[src/rtl/hazard_ctrl_if.sv]
// hazard_ctrl_if: groups the hazard detection inputs and the pipeline control outputs.
// Revision: 1.0
`timescale 1ns/1ps
`default_nettype none

interface hazard_ctrl_if;
    logic [4:0]  id_rs;
    logic [4:0]  id_rt;
    logic        id_ex_memread;
    logic [4:0]  id_ex_rt;
    logic        branch_taken;
    logic        mem_req;
    logic        mem_ready;
    logic        pc_write;
    logic        if_id_write;
    logic        id_ex_write;
    logic        ex_mem_write;
    logic        id_ex_bubble;
    logic        if_id_flush;
    logic        id_ex_flush;
    logic        mem_timeout;
    logic [15:0] stall_cycles;

    modport master (
        output id_rs, id_rt, id_ex_memread, id_ex_rt, branch_taken, mem_req, mem_ready,
        input  pc_write, if_id_write, id_ex_write, ex_mem_write, id_ex_bubble,
               if_id_flush, id_ex_flush, mem_timeout, stall_cycles
    );

    modport slave (
        input  id_rs, id_rt, id_ex_memread, id_ex_rt, branch_taken, mem_req, mem_ready,
        output pc_write, if_id_write, id_ex_write, ex_mem_write, id_ex_bubble,
               if_id_flush, id_ex_flush, mem_timeout, stall_cycles
    );
endinterface

`default_nettype wire

[src/rtl/hazard_ctrl.sv]
// ---------------------------------------------------------------------------
// hazard_ctrl: pipeline hazard unit -- load-use stall, branch flush, memory
// freeze with timeout halt, and a saturating stall-cycle counter.
// Revision: 1.0
// ---------------------------------------------------------------------------
`timescale 1ns/1ps
`default_nettype none

module hazard_ctrl #(
    parameter int TIMEOUT = 16
) (
    input  wire             clk,
    input  wire             reset,
    hazard_ctrl_if.slave    hif
);

    typedef enum logic [1:0] {
        ST_RUN  = 2'd0,
        ST_WAIT = 2'd1,
        ST_HALT = 2'd2
    } state_t;

    localparam logic [7:0] c_WAIT_LAST = 8'(TIMEOUT - 1);

    state_t      r_state;
    logic [7:0]  r_wait_cnt;
    logic        r_mem_timeout;
    logic [15:0] r_stall_cycles;

    logic w_load_use;
    logic w_freeze_start;
    logic w_waiting;
    logic w_pc_write;
    logic w_if_id_write;
    logic w_id_ex_write;
    logic w_ex_mem_write;
    logic w_bubble;
    logic w_if_id_flush;
    logic w_id_ex_flush;

    assign w_load_use = hif.id_ex_memread && (hif.id_ex_rt != 5'd0) &&
                        ((hif.id_ex_rt == hif.id_rs) || (hif.id_ex_rt == hif.id_rt));

    assign w_freeze_start = (r_state == ST_RUN) && hif.mem_req && !hif.mem_ready;
    assign w_waiting      = (r_state == ST_WAIT) && !hif.mem_ready;

    // Freeze and halt dominate; branch beats load-use once the memory is free.
    always_comb begin
        w_pc_write     = 1'b0;
        w_if_id_write  = 1'b0;
        w_id_ex_write  = 1'b0;
        w_ex_mem_write = 1'b0;
        w_bubble       = 1'b0;
        w_if_id_flush  = 1'b0;
        w_id_ex_flush  = 1'b0;
        if (!reset && (r_state != ST_HALT) && !w_freeze_start && !w_waiting) begin
            if (hif.branch_taken) begin
                w_pc_write     = 1'b1;
                w_if_id_write  = 1'b1;
                w_id_ex_write  = 1'b1;
                w_ex_mem_write = 1'b1;
                w_if_id_flush  = 1'b1;
                w_id_ex_flush  = 1'b1;
            end else if (w_load_use) begin
                w_id_ex_write  = 1'b1;
                w_ex_mem_write = 1'b1;
                w_bubble       = 1'b1;
            end else begin
                w_pc_write     = 1'b1;
                w_if_id_write  = 1'b1;
                w_id_ex_write  = 1'b1;
                w_ex_mem_write = 1'b1;
            end
        end
    end

    always_ff @(posedge clk) begin
        if (reset) begin
            r_state        <= ST_RUN;
            r_wait_cnt     <= 8'd0;
            r_mem_timeout  <= 1'b0;
            r_stall_cycles <= 16'd0;
        end else begin
            if (!w_pc_write && (r_stall_cycles != 16'hFFFF)) begin
                r_stall_cycles <= r_stall_cycles + 16'd1;
            end
            case (r_state)
                ST_RUN: begin
                    if (w_freeze_start) begin
                        r_state    <= ST_WAIT;
                        r_wait_cnt <= 8'd1;
                    end
                end
                ST_WAIT: begin
                    if (hif.mem_ready) begin
                        r_state    <= ST_RUN;
                        r_wait_cnt <= 8'd0;
                    end else if (r_wait_cnt == c_WAIT_LAST) begin
                        r_state       <= ST_HALT;
                        r_mem_timeout <= 1'b1;
                    end else begin
                        r_wait_cnt <= r_wait_cnt + 8'd1;
                    end
                end
                ST_HALT: begin
                    r_state <= ST_HALT;
                end
                default: begin
                    r_state    <= ST_RUN;
                    r_wait_cnt <= 8'd0;
                end
            endcase
        end
    end

    assign hif.pc_write     = w_pc_write;
    assign hif.if_id_write  = w_if_id_write;
    assign hif.id_ex_write  = w_id_ex_write;
    assign hif.ex_mem_write = w_ex_mem_write;
    assign hif.id_ex_bubble = w_bubble;
    assign hif.if_id_flush  = w_if_id_flush;
    assign hif.id_ex_flush  = w_id_ex_flush;
    assign hif.mem_timeout  = r_mem_timeout;
    assign hif.stall_cycles = r_stall_cycles;

endmodule

`default_nettype wire

[src/flat_wrapper.sv]
// flat-port wrapper written by rule: the top's interface ports become plain ports
module hazard_ctrl_flat 
#(
    parameter int TIMEOUT = 16
)
  (clk, reset, hif_id_rs, hif_id_rt, hif_id_ex_memread, hif_id_ex_rt, hif_branch_taken, hif_mem_req, hif_mem_ready, hif_pc_write, hif_if_id_write, hif_id_ex_write, hif_ex_mem_write, hif_id_ex_bubble, hif_if_id_flush, hif_id_ex_flush, hif_mem_timeout, hif_stall_cycles);
  hazard_ctrl_if hif_i ();
  input  wire clk;
  input  wire reset;
  input wire logic [$bits(hif_i.id_rs)-1:0] hif_id_rs;
  input wire logic [$bits(hif_i.id_rt)-1:0] hif_id_rt;
  input wire logic [$bits(hif_i.id_ex_memread)-1:0] hif_id_ex_memread;
  input wire logic [$bits(hif_i.id_ex_rt)-1:0] hif_id_ex_rt;
  input wire logic [$bits(hif_i.branch_taken)-1:0] hif_branch_taken;
  input wire logic [$bits(hif_i.mem_req)-1:0] hif_mem_req;
  input wire logic [$bits(hif_i.mem_ready)-1:0] hif_mem_ready;
  output wire logic [$bits(hif_i.pc_write)-1:0] hif_pc_write;
  output wire logic [$bits(hif_i.if_id_write)-1:0] hif_if_id_write;
  output wire logic [$bits(hif_i.id_ex_write)-1:0] hif_id_ex_write;
  output wire logic [$bits(hif_i.ex_mem_write)-1:0] hif_ex_mem_write;
  output wire logic [$bits(hif_i.id_ex_bubble)-1:0] hif_id_ex_bubble;
  output wire logic [$bits(hif_i.if_id_flush)-1:0] hif_if_id_flush;
  output wire logic [$bits(hif_i.id_ex_flush)-1:0] hif_id_ex_flush;
  output wire logic [$bits(hif_i.mem_timeout)-1:0] hif_mem_timeout;
  output wire logic [$bits(hif_i.stall_cycles)-1:0] hif_stall_cycles;
  assign hif_i.id_rs = hif_id_rs;
  assign hif_i.id_rt = hif_id_rt;
  assign hif_i.id_ex_memread = hif_id_ex_memread;
  assign hif_i.id_ex_rt = hif_id_ex_rt;
  assign hif_i.branch_taken = hif_branch_taken;
  assign hif_i.mem_req = hif_mem_req;
  assign hif_i.mem_ready = hif_mem_ready;
  assign hif_pc_write = hif_i.pc_write;
  assign hif_if_id_write = hif_i.if_id_write;
  assign hif_id_ex_write = hif_i.id_ex_write;
  assign hif_ex_mem_write = hif_i.ex_mem_write;
  assign hif_id_ex_bubble = hif_i.id_ex_bubble;
  assign hif_if_id_flush = hif_i.if_id_flush;
  assign hif_id_ex_flush = hif_i.id_ex_flush;
  assign hif_mem_timeout = hif_i.mem_timeout;
  assign hif_stall_cycles = hif_i.stall_cycles;
  hazard_ctrl #(.TIMEOUT(TIMEOUT)) u_core (.clk(clk), .reset(reset), .hif(hif_i));
endmodule
[config.mk]
export PLATFORM = sky130hd
export DESIGN_NAME = hazard_ctrl_flat
export DESIGN_NICKNAME = d
export VERILOG_FILES = /design/src/rtl/hazard_ctrl_if.sv /design/src/rtl/hazard_ctrl.sv /design/src/flat_wrapper.sv
export SDC_FILE = /design/constraint.sdc
export NUM_CORES = 1
export LEC_CHECK = 0
export BUFFER_PORTS_ARGS = -buffer_cell sky130_fd_sc_hd__buf_2
export CAP_MARGIN = 20
export CORE_ASPECT_RATIO = 0.7
export CORE_MARGIN = 2
export CORE_UTILIZATION = 30
export CTS_BUF_LIST = sky130_fd_sc_hd__clkbuf_2
export DETAILED_ROUTE_END_ITERATION = 12
export PLACE_DENSITY = 0.6
export SLEW_MARGIN = 20
export SYNTH_ARGS = -nofsm -noshare
export SYNTH_HDL_FRONTEND = slang
export SYNTH_SLANG_ARGS = --single-unit
[constraint.sdc]
create_clock -name clk -period 2.5 [get_ports clk]
set_input_delay 0.25 -clock clk [delete_from_list [all_inputs] [get_ports clk]]
set_output_delay 0.25 -clock clk [all_outputs]
set_load 0.03 [all_outputs]
-- After elaboration in Yosys (flattened, before gate mapping)
Index checks and enable logic that the tools add are counted.
- output and inout bits: 24
- input port bits: 21
- bits in registers: 27
- logic and storage cells: 55
- muxes and demuxes: 17
- eq/ne operators: 10
- bitwise operators: 2
- add/subtract/negate cells: 2
- reductions and logical operators: 20
- operators with widths (kind ; count):
    two-way mux 8 bit ; 3
    one-hot mux 8 bit (3 select lines) ; 1
    adder 16 x 1 -> 16 bit, second input constant ; 1
    != test 16 bit, second input constant ; 1
    equality test 5 bit ; 2
    logical AND 1 bit ; 9
    two-way mux 1 bit ; 9
    adder 8 x 1 -> 8 bit, second input constant ; 1
    equality test 8 x 4 -> 1 bit, second input constant ; 1
    two-way mux 2 bit ; 3
    != test 3 bit, second input constant ; 2
    one-hot mux 2 bit (3 select lines) ; 1
    AND reduction 3 bit ; 2
    logical NOT 1 bit ; 5
    nonzero test 5 bit ; 1
    equality test 2 x 1 -> 1 bit, second input constant ; 1
    equality test 2 bit, second input constant ; 1
    logical NOT 2 bit ; 1
    != test 2 x 1 -> 1 bit, second input constant ; 1
    != test 2 bit, second input constant ; 1
    NOT 1 bit ; 2
    AND reduction 2 bit ; 1
    logical OR 1 bit ; 1

-- Logic depth before layout (Yosys ltp)
- word-level depth: 9
- mapped depth: 8
- gate-level depth less buffers: 7

-- Worst setup path before layout
Ideal clock, no wire load.
- kind: register to register
- start point: register u_core.r_stall_cycles[0], in the netlist u_core.hif.stall_cycles[0]
- end point: register u_core.r_stall_cycles[1], in the netlist u_core.hif.stall_cycles[1]
- setup slack: 0.415 ns
- library setup time: 0.125 ns
- path buffers: 1
- stages on the path, launching flop included: 9
- arrival time: 1.959 ns
- path through: dfxtp_1 > ha_1 > nand2_1 > nor3_1 > a21oi_1 > a21oi_2 > buf_4 > mux2i_1 > nor2_1
- cells in the longest elaborated chain, start to end: 2
- RTL lines (item ; line ; source):
    start: declaration ; hazard_ctrl.sv:28 ; logic [15:0] r_stall_cycles;
    start signal: assignment ; hazard_ctrl.sv:85 ; r_stall_cycles <= r_stall_cycles + 16'd1;
    parallel branches: the longest is 2 deep, another holds adder 16 x 1 -> 16 bit ; - ;
Several ways; the timed one is not identified.
A chain may end at the register's enable or synchronous reset.

-- Worst setup path after layout
- start point: register u_core.r_state[0]
- end point: output hif_if_id_write
- cells in the longest elaborated chain, start to end: 7
- RTL lines (item ; line ; source):
    start: declaration ; hazard_ctrl.sv:25 ; state_t r_state;
    start signal: assignment ; hazard_ctrl.sv:79 ; r_state <= ST_RUN;
    start signal: assignment ; hazard_ctrl.sv:90 ; r_state <= ST_WAIT;
    start signal: assignment ; hazard_ctrl.sv:96 ; r_state <= ST_RUN;
    logical NOT 2 bit ; hazard_ctrl.sv:44 ; assign w_freeze_start = (r_state == ST_RUN) && hif.mem_req && !hif.mem_ready;
    logical AND 1 bit (2 in a row) ; hazard_ctrl.sv:44 ;
    logical NOT 1 bit ; hazard_ctrl.sv:56 ; if (!reset && (r_state != ST_HALT) && !w_freeze_start && !w_waiting) begin
    logical AND 1 bit ; hazard_ctrl.sv:56 ;
    logical AND 1 bit * ; hazard_ctrl.sv:56 ;
    two-way mux 1 bit * ; hazard_ctrl.sv:56 ;
    end: declaration ; flat_wrapper.sv:18 ; output wire logic [$bits(hif_i.if_id_write)-1:0] hif_if_id_write;
Every way passes the cells marked *; elsewhere a longest branch is shown, timed or not.

==> impl_metrics.py <==
metrics = {
    "status": {
        "status": "completed",
    },
    "timing": {
        "fin_hold_ws_ns": 0.1672,
        "fmax_ghz": 0.4439,
        "drv_slew": 0,
        "post-route-period-util_pct": 90.12,
        "finalHoldViolCount": 0,
        "period_minus_slack_ns": 2.253,
        "tns_ns": 0,
        "setup_violations": 0,
        "grt_setup_unrepaired": "false",
        "relSlewSlack_pct": 62.41,
        "skew_ns": 0.03437,
        "tightest_slew_ns": 0.5566,
    },
    "die": {
        "die_h_um": 63.80,
        "rows": 21,
        "num_io_pins": 45,
        "fp.coreArea_sq_um": 4861,
        "dieArea_sq_um": 5706,
        "initial_core_util_pct": 31.53,
        "die_x_um": 89.43,
    },
    "yosys": {
        "synthMuxAreaShare_pct": 1.388,
        "ys_seq_area_share_pct": 35.27,
        "ys_async_sr_fraction_pct": 0,
        "synth_nets": 206,
        "synth_fa_ha_area_share_pct": 1.633,
        "syn_inst": 183,
        "synth_flop_cell": "dfxtp_1",
        "synth_seq_cells": 27,
        "yosys.cell_types.count": 44,
        "yosys.area_share.simple_pct": 27.43,
        "syn-mean-instance-area_sq_um": 8.376,
        "synthXorXnorAreaFrac_pct": 9.714,
        "yosys_warnings": 0,
        "synth-edff-count": 0,
        "synth_top_family_by_area": "simple AND/OR/NAND/NOR gates",
        "syn_area_sq_um": 1533,
        "synth_compound_area_share_pct": 18.69,
    },
    "setup_path": {
        "crit_start": "u_core.r_state[0]",
        "cp-endpoint": "hif_if_id_write",
        "r2r_slack_ns": 0.34,
        "cp_cell_sequence": "nand2b_1 > o311a_1 > a21boi_4 > buf_2",
        "crit_arrival_ns": 2.00,
        "r2r-start": "u_core.r_wait_cnt[0]",
        "crit_path_end_kind": "primary output",
        "critPathKind": "flop to primary output",
        "path_depth": 4,
        "cp_num_buf_inv": 1,
        "cp_slowest_stage_delay_ns": 0.57,
        "cp.required_ns": 2.25,
        "r2r-end": "u_core.r_wait_cnt[4]",
        "crit_fanout": 11,
        "rr_worst_depth": 7,
        "cp-start-kind": "flop",
        "crit_family": "compound AO/OA/AOI/OAI gates",
        "slowest_stage": "dfxtp_1",
    },
    "clock_tree": {
        "cts_tree": "done",
        "cts_made_buffers": 3,
        "path_clk_slew_ns": 0.29,
        "worstSkewPairLatency_ns": 0.38,
        "cts_sinks": 27,
        "htreeDepth": 1,
        "cts_root_buf": "clkbuf_2",
        "clockBufferDepth": 2,
    },
    "layout": {
        "area_growth_pct": 18.86,
        "insertedDiodeCount": 0,
        "nNetsFinal": 249,
        "drive_gt1_share_pct": 25.78,
        "n_fill_cell": 526,
    },
    "run": {
        "maxCapViolations": 0,
    },
    "pwr": {
        "p_leak_nw": 0.7131,
        "powerDensity_nw_per_um2": 417.0,
        "p_total_w": 0.0007597,
        "ir_drop_mv": 0.1896,
    },
    "worst_hold_path": {
        "whs_path_depth": 4,
        "hold_path.class": "input pin to flop",
    },
    "placed_design": {
        "port_buffers": 44,
        "place_hpwl_um": 2881,
        "gp_congestion": 0.7726,
    },
    "grt": {
        "grt_max_degree": 19,
        "grt_use_total_pct": 13.40,
        "overflow": 0,
        "antenna_found_initial": 0,
        "grt_pass1_wl_um": 6003,
        "grt_pass1_vias": 1210,
    },
    "drt": {
        "via_per_inst": 4.922,
        "wl_per_cell_um": 12.73,
        "drc": 0,
        "drt_wl_total_um": 3742,
        "num_vias": 1447,
        "detail-route-antenna-nets": 0,
        "drt_pass1_iterations": 4,
        "dr.first_iter.drc_count": 82,
    },
}
## where the power goes
part	switching, W	internal [W]	total (W)
registers	0.0000105	0.000440	0.000450
clock network	0.000137	0.0000362	0.000174
logic	0.0000823	0.0000534	0.000136
## flip-flops by register name (all words and copies together) (netlist names)
signal,count
u_core.hif.stall_cycles,16
u_core.r_wait_cnt,8
u_core.r_state,2
u_core.hif.mem_timeout,1
## stage by stage
stage	util [%]	cell area [sq um]	worst slack, ns	instances
after floorplan	-	1533	0.4153	183
after global placement	36.76	1787	0.3677	290
after detailed placement	36.76	1787	0.2834	290
after CTS	37.17	1807	0.09381	294
after global routing	37.48	1822	0.07026	294
final	37.48	1822	0.2470	294
## cells in the final DEF, fill, tap and decap left out, types with 2 or more instances in the layout
master    Yosys  final
buf_2         1     44
dfxtp_1      27     27
a21oi_1      19     19
nand3_1      15     15
nor2_1       13     13
nand2_1      13     13
xnor2_1      11     11
o21ai_0      10     10
inv_1         6      6
or4_1         6      6
or3_1         6      6
xor2_1        6      6
and3_1        4      4
o31ai_1       4      4
o41ai_1       3      3
clkbuf_2      0      3
o311a_1       2      2
nor2b_1       2      2
and2_1        2      2
nand4_1       2      2
nand4b_1      2      2
ha_1          2      2
buf_4         4      2
## kinds of logic (layout without fill, tap and decap cells)
logic type	count (synthesis)	after routing
DFF	27	27
adders and majority gates	2	2
muxes	2	2
and+or+nand+nor	75	75
AOI/OAI and AO/OA	46	46
xor gates and xnor gates	17	17
buffers and inverters	14	56
## what timing repair did
action / CTS / global route
setup endpoints to repair: 0 / 3
setup buffers: 0 / 0
resized for setup: 0 / 2
hold buffers: 0 / 0
## worst register-to-register path, delay by kind of cell (launching register included)
| kind | cells | cell delay (ns) |
|---|---|---|
| AOI/OAI and AO/OA | 2 | 0.88 |
| DFF | 1 | 0.44 |
| and+or+nand+nor | 3 | 0.38 |
| adders and majority gates | 1 | 0.20 |
| xor gates and xnor gates | 1 | 0.16 |
## Yosys cell counts (2+ instances only)
library cell	count	area (sq um)
xor2_1	6	52.55
nor2b_1	2	12.51
nand2_1	13	48.80
buf_6	2	22.52
inv_1	6	22.52
o31ai_1	4	30.03
xnor2_1	11	96.34
nor2_1	13	48.80
o41ai_1	3	26.28
and2_1	2	12.51
or4_1	6	45.04
dfxtp_1	27	540.5
nand4b_1	2	17.52
o21ai_0	10	50.05
or3_1	6	37.54
nand3_1	15	75.07
o311a_1	2	20.02
ha_1	2	25.02
and3_1	4	25.02
buf_4	4	30.03
a21oi_1	19	95.09
nand4_1	2	12.51
## layout make-up
type                    count  area, sq um  area share [%]
multi-input cells         142        917.1           50.34
flip-flops and latches     27        540.5           29.67
repair buffers             46        235.2           12.91
well taps                  69        86.33           4.739
inverters                   6        22.52           1.236
clock buffers               3        15.01          0.8242
clock inverters             1        5.005          0.2747
## routing by layer
metal  share of wire, %  GRT usage [%]  vias to the layer above
met5                  0              0                        -
met4               0.37          1.679                        0
met3                6.5          4.264                        2
met2                 40          16.85                       38
met1                 54          22.13                      660
li1                   -              -                      747
## worst min-delay path by stage
stage	startpoint	to	slack, ns
2_1_floorplan	reset	u_core.hif.mem_timeout	0.44
3_3_place_gp	u_core.hif.mem_timeout	u_core.hif.mem_timeout	0.43
3_5_place_dp	u_core.hif.mem_timeout	u_core.hif.mem_timeout	0.44
4_1_cts	hif_mem_req	u_core.r_wait_cnt[1]	0.14
5_1_grt	hif_mem_req	u_core.r_state[0]	0.15
6_report	hif_mem_req	u_core.r_wait_cnt[1]	0.17
(Power assumes the default switching activity.)
